==> src/rtl/cpu_types_pkg.sv <==
// cpu_types_pkg: types shared by the RAM model, the caches and the memory arbiter
package cpu_types_pkg;

    // RAM status reported to the arbiter every cycle
    typedef enum logic [1:0] {
        FREE   = 2'd0,
        BUSY   = 2'd1,
        ACCESS = 2'd2,
        ERROR  = 2'd3
    } ramstate_t;

endpackage

==> src/rtl/mem_arbiter_pkg.sv <==
// mem_arbiter_pkg: arbiter FSM states and the word returned on failed accesses
package mem_arbiter_pkg;

    typedef enum logic [1:0] {
        IDLE  = 2'd0,
        I_ACC = 2'd1,
        D_ACC = 2'd2
    } arb_state_t;

    localparam logic [31:0] ERR_WORD = 32'hBAD1BAD1;

endpackage

==> src/rtl/mem_arbiter.sv <==
// mem_arbiter: shares one single-ported RAM between the instruction and data cache paths
//   CLK, nRST                        clock, synchronous active-low reset
//   iREN, iaddr -> iwait, iload       instruction read request / completion
//   dREN, dWEN, daddr, dstore -> dwait, dload   data request / completion
//   ramREN, ramWEN, ramaddr, ramstore <- ramload, ramstate   RAM side
//   err                              sticky RAM error / timeout flag
module mem_arbiter
    import cpu_types_pkg::*;
    import mem_arbiter_pkg::*;
#(
    parameter int DATA_W     = 32,
    parameter int STARVE_MAX = 4,
    parameter int TIMEOUT    = 255
) (
    input  logic              CLK,
    input  logic              nRST,
    input  logic              iREN,
    input  logic [DATA_W-1:0] iaddr,
    output logic              iwait,
    output logic [DATA_W-1:0] iload,
    input  logic              dREN,
    input  logic              dWEN,
    input  logic [DATA_W-1:0] daddr,
    input  logic [DATA_W-1:0] dstore,
    output logic              dwait,
    output logic [DATA_W-1:0] dload,
    output logic              ramREN,
    output logic              ramWEN,
    output logic [DATA_W-1:0] ramaddr,
    output logic [DATA_W-1:0] ramstore,
    input  logic [DATA_W-1:0] ramload,
    input  ramstate_t         ramstate,
    output logic              err
);

    localparam int SW = $clog2(STARVE_MAX + 1);
    localparam int TW = $clog2(TIMEOUT + 1);

    arb_state_t        r_state, w_next;
    logic [SW-1:0]     r_starve;
    logic [TW-1:0]     r_tmo;
    logic              r_err;
    logic              w_act, w_fail, w_done, w_dsel;
    logic [DATA_W-1:0] w_rd;

    always_comb begin
        // the granted requester still holds its request; otherwise the access is withdrawn
        w_act    = (r_state == I_ACC && iREN) || (r_state == D_ACC && (dREN || dWEN));
        w_fail   = w_act && (ramstate == ERROR || (ramstate != ACCESS && r_tmo == TW'(TIMEOUT - 1)));
        w_done   = w_act && (ramstate == ACCESS || w_fail);
        w_rd     = w_fail ? DATA_W'(ERR_WORD) : ramload;
        // data wins unless the instruction side has been passed over STARVE_MAX times
        w_dsel   = (dREN || dWEN) && (!iREN || r_starve < SW'(STARVE_MAX));
        w_next   = (r_state == IDLE) ? (w_dsel ? D_ACC : iREN ? I_ACC : IDLE)
                 : (!w_act || w_done) ? IDLE : r_state;
        ramREN   = (r_state == I_ACC && iREN) || (r_state == D_ACC && dREN && !dWEN);
        ramWEN   = r_state == D_ACC && dWEN;
        ramaddr  = (r_state == I_ACC) ? iaddr : (r_state == D_ACC) ? daddr : '0;
        ramstore = (r_state == D_ACC) ? dstore : '0;
        iwait    = !(w_done && r_state == I_ACC);
        dwait    = !(w_done && r_state == D_ACC);
        iload    = (w_done && r_state == I_ACC) ? w_rd : '0;
        dload    = (w_done && r_state == D_ACC && (w_fail || !dWEN)) ? w_rd : '0;
    end

    always_ff @(posedge CLK) begin
        if (!nRST) begin
            r_state  <= IDLE;
            r_starve <= '0;
            r_tmo    <= '0;
            r_err    <= 1'b0;
        end else begin
            r_state  <= w_next;
            r_tmo    <= (r_state == IDLE || w_next != r_state) ? '0 : r_tmo + TW'(r_tmo != '1);
            r_err    <= r_err | w_fail;
            r_starve <= (w_done && r_state == I_ACC) ? '0
                      : (w_done && r_state == D_ACC && iREN) ? r_starve + SW'(r_starve != SW'(STARVE_MAX))
                      : (r_state == IDLE && !iREN) ? '0 : r_starve;
        end
    end

    assign err = r_err;

endmodule

==> config.mk <==
export PLATFORM = sky130hd
export DESIGN_NAME = mem_arbiter
export DESIGN_NICKNAME = d
export VERILOG_FILES = /design/src/rtl/cpu_types_pkg.sv /design/src/rtl/mem_arbiter_pkg.sv /design/src/rtl/mem_arbiter.sv
export SDC_FILE = /design/constraint.sdc
export NUM_CORES = 1
export LEC_CHECK = 0
export ABC_AREA = 1
export ABC_CLOCK_PERIOD_IN_PS = 2230
export BUFFER_PORTS_ARGS = -buffer_cell sky130_fd_sc_hd__buf_4
export CELL_PAD_IN_SITES_DETAIL_PLACEMENT = 2
export CELL_PAD_IN_SITES_GLOBAL_PLACEMENT = 2
export CORE_ASPECT_RATIO = 0.6
export CORE_MARGIN = 3
export CORE_UTILIZATION = 11
export DETAILED_ROUTE_END_ITERATION = 6
export GPL_ROUTABILITY_DRIVEN = 1
export PLACE_DENSITY = 0.82
export SKIP_CTS_REPAIR_TIMING = 1
export SYNTH_ARGS = -nofsm -noshare
export SYNTH_HDL_FRONTEND = slang
export SYNTH_SLANG_ARGS = --single-unit
==> constraint.sdc <==
create_clock -name CLK -period 2.23 [get_ports CLK]
set_clock_uncertainty 0.05 [all_clocks]
set_input_delay 0.223 -clock CLK [delete_from_list [all_inputs] [get_ports CLK]]
set_output_delay 0.223 -clock CLK [all_outputs]
set_load 0.1 [all_outputs]
Word-level counts from Yosys, hierarchy flattened. Cells that the tools add are included.

$add $sub $neg: 2. Magnitude comparators: 1. Eq/ne operators: 9. Multiplexer cells: 12. Bitwise gates (word level): 2. Reduce and logical (&&, ||, !) cells: 32.

Operator list (number): 32-bit two-way mux (6); 1-bit logical AND (14); 1-bit logical OR (9); 8-bit by 1-bit adder with 8-bit output (1); 8-bit equality test, second input constant (1); 8-bit inequality test, second input constant (1); 2-bit equality test, second input constant (3); 2-bit two-way mux (3); 3-bit two-way mux (2); 1-bit logical NOT (5); 2-bit OR reduction (2); 3-bit by 1-bit adder with 3-bit output (1); 3-bit < comparator, second input constant (1); 3-bit inequality test, second input constant (1); 2-bit by 1-bit equality test with 1-bit output, second input constant (1); 2-bit logical NOT (1); 2-bit inequality test (1); 2-bit inequality test, second input constant (1); 2-bit nonzero test (1); 1-bit two-way mux (1); 1-bit NOT (1); 1-bit OR (1).

Register bits: 14. Input port bits: 135. Output and inout bits: 133. Logic and storage cells: 62.

Depth between registers and ports, before layout.
Depth in word-level cells: 12. Mapped depth: 12. Mapped depth without buffers: 12.

Worst setup path before layout. Ideal clock, no wire load.

Path type: flip-flop to output port. Start point: register r_state[1]. End point: output dload[10]. Arrival: 4.240 ns. Data required time: 1.957 ns. Path slack: -2.283 ns. Cell stages (with the launch flop): 8. Path buffers: 1. Path through: dfxtp_1 > inv_2 > nor2_4 > nand2_2 > nand2_4 > nand3_4 > buf_2 > nor4_1.

Longest elaborated chain between the ends: 9. Elaborated cells on any way between the ends: 13. Classes of those cells: eq/ne: 2; mux: 2; reduce/logical: 9.

RTL lines: from (decl) (RTL line mem_arbiter.sv:39) `arb_state_t r_state, w_next;`; from (signal assigned) (RTL line mem_arbiter.sv:73) `r_state <= w_next;`; 2-bit by 1-bit equality test with 1-bit output or 2-bit equality test (tied branches) (RTL line mem_arbiter.sv:48, mem_arbiter.sv:63); 1-bit logical AND (RTL line mem_arbiter.sv:48) `w_act = (r_state == I_ACC && iREN) || (r_state == D_ACC && (dREN || dWEN));`; 1-bit logical OR (RTL line mem_arbiter.sv:48); 1-bit logical AND (RTL line mem_arbiter.sv:49) `w_fail = w_act && (ramstate == ERROR || (ramstate != ACCESS && r_tmo == TW'(TIMEOUT - 1)));`; 1-bit logical OR (RTL line mem_arbiter.sv:50) `w_done = w_act && (ramstate == ACCESS || w_fail);`; 1-bit logical AND (RTL line mem_arbiter.sv:50); 1-bit logical AND (2 in a row) (RTL line mem_arbiter.sv:63) `dload = (w_done && r_state == D_ACC && (w_fail || !dWEN)) ? w_rd : '0;`; 32-bit two-way mux * (RTL line mem_arbiter.sv:63); to (decl) (RTL line mem_arbiter.sv:26) `output logic [DATA_W-1:0] dload,`.

Every way passes the cells marked *; elsewhere a longest branch is shown, timed or not.

Final worst setup path.
Start point: register r_state[1]. End point: output dload[20].

The elaborated chain is that of the path after synthesis.

==> reports/metrics.cfg <==
[run_status]
status=finished, violations left
violations=setup timing

[timing]
fin_crit_sh=1.04
tightest_slew_ns=0.482
fmax_mhz=431
worst_slack_ns=-0.0895
maxSlewHeadroom=0.679
rsz0062_at_grt=true
finalHoldViolCount=0
setup_viol=34
slew_violations=0
fin_crit_ns=2.32

[critical_path]
slowest_delay_ns=0.35
crit_required_ns=1.96
cp_cell_sequence=buf_6 > nor2_4 > nand2_4 > nand2_8 > nand2_4 > nor2_4 > buf_12 > o21bai_4 > clkbuf_16 > nor2_4 > buf_12
path_class=flop to output port
cp-end-kind=output port
path_delay_family=simple AND/OR/NAND/NOR gates
start_kind=flop
cp_max_fo=6
critPathBufInv=4
cp_common_cell=nor2_4
cp.arrival_ns=2.05
crit_path_top_delay_cell=dfxtp_4

[pwr]
p_total_uw=2050
p_leak_uw=0.00275
powerDensity_mw_per_mm2=343
peakVddDrop_mv=0.197

[die]
rows=35
start_util=0.116
io_pins=268
core_mm2=0.0158
die_w_um=173
die_h_um=106
dieArea_mm2=0.0183

[drt]
vias=3417
final_antenna_net_count=0
via_per_inst=4.10
route.detailed.drc=0
avgRoutedWirePerCell_um=20.6
totalWireLength_um=17100
firstDrtPassIters=4
drtIter0Drc=65

[synthesis]
netlist_instances=319
yosysTopAreaCell=nor2_1
synthTopCellsByArea=nor2_1 20%, a22o_1 15%, dfxtp_1 15%, inv_1 12%, nand2_1 4.9%
yosys_warnings=0
ys_ff_latch=14
synth_area_mm2=0.00183
syn-num-nets=458
netlist.area_leader.share=0.205
postSynthAreaPerCell_um2=5.75
ys_seq_area_frac=0.153
synth_cell_types=29

[clock_network]
clock_latency_ns=0.25
htree_levels=1
clk_pin_slew_worst_paths_ns=0.05
clk_path_buf_depth=2
clock-sinks=14
cts_tree=yes
cts_root_buf=clkbuf_16
cts_made_buffers=3

[grt]
grtUsageTotal=0.146
grt_max_degree=33
grt_pass1_vias=3724
overflow=0
antenna_found_initial=0
grt_pass1_wl_um=21600

[hold_path]
hold_class=primary input to flop

[placement]
pre_cts_ws_ns=0.0185
portBuffers=267
placed_area_mm2=0.00487
gp_congestion=0.760
dp_hpwl_um=12500
dp.cells=803

[cells_and_area]
layout.nets=752
finish.instance_area_mm2=0.00598
mostFrequentLayoutCells=228 x buf_4, 56 x inv_1, 41 x buf_12
n_antenna_cell=0
syn_to_final_growth_pct=226
final_cell_count_no_fill=834
drive_above_1_share=0.716
layout_commonest_cell=buf_4

[run]
max-cap-violations=0

==> final cells by class <==
cell class | count | area, um^2
Clock buffer | 4 | 88.8
Fill cell | 1735 | 9830
Multi-Input combinational cell | 223 | 1980
Inverter | 61 | 236
Timing Repair Buffer | 310 | 3100
Tap cell | 222 | 278
Sequential cell | 14 | 300
==> metrics by stage <==
stage,utilization,hold WS (ns),TNS [ns]
finish,0.378,0.245,-1.24
CTS,0.314,0.222,-12.41
global placement,0.308,0.427,0
global route,0.378,0.266,-5.11
floorplan,-,0.295,-13.24
detailed placement,0.308,0.455,0
==> cell usage after synthesis <==
| master | instances |
|---|---|
| buf_6 | 3 |
| nor3b_1 | 1 |
| nor2_4 | 3 |
| nand4_1 | 3 |
| nor2_2 | 2 |
| nand2_4 | 1 |
| o21ai_0 | 1 |
| nor4_1 | 14 |
| ha_1 | 4 |
| xor2_1 | 3 |
| clkinv_1 | 1 |
| buf_2 | 4 |
| nor3_1 | 16 |
| nand3_1 | 6 |
| a21oi_1 | 6 |
| o21bai_4 | 1 |
| inv_1 | 58 |
| nand3_2 | 1 |
| nand3_4 | 1 |
| inv_2 | 2 |
| xnor2_1 | 1 |
| dfxtp_1 | 14 |
| o31ai_1 | 1 |
| nand2_2 | 2 |
| a22o_1 | 32 |
| buf_4 | 1 |
| nand2_1 | 24 |
| nor2_1 | 100 |
| clkbuf_1 | 13 |
==> registers in the layout, summed over array words and instances, names as in the netlist <==
name / count
r_starve: 3
r_state: 2
err: 1
r_tmo: 8
==> routing by layer <==
metal | wire, um | GRT usage
met5 | 0 | 0
met4 | 289 | 0.0121
met3 | 834 | 0.0264
met2 | 9760 | 0.292
met1 | 6260 | 0.167
==> final timing paths <==
| check | start | end | slack, ns | depth (start not counted) |
|---|---|---|---|---|
| min | nRST | r_state[1]$_SDFF_PN0_ | 0.25 | 3 |
| max | r_state[1]$_SDFF_PN0_ | dload[20] | -0.09 | 11 |
| min reg2reg | r_tmo[3]$_SDFF_PP0_ | r_tmo[3]$_SDFF_PP0_ | 0.49 | 2 |
| max reg2reg | r_tmo[4]$_SDFF_PP0_ | r_tmo[6]$_SDFF_PP0_ | 0.17 | 13 |
==> where the power goes <==
group	leakage [uW]	switching, uW	internal, uW
Sequential	0.000119	4.87	253
Clock	0.0000442	118	273
Combinational	0.00258	993	409
Total	0.00275	1120	934
==> cell families after synthesis <==
logic type,synth area share
and+or+nand+nor,0.429
buffers and inverters,0.185
AOI/OAI and AO/OA,0.186
DFF,0.153
xor gates and xnor gates,0.0191
adders and majority gates,0.0273
==> worst register-to-register path, stage by stage, from the launching register on <==
cell and delay, ns:
dfxtp_2 0.33, nand2_1 0.06, nor2_2 0.15, buf_4 0.13, nand4_1 0.08, ha_1 0.23
ha_1 0.24, nand2_1 0.10, inv_1 0.07, nand2_1 0.09, nor2_1 0.07, nand2_1 0.09
xor2_1 0.18, nor2_1 0.05
Power figures use the tool's default switching activity.
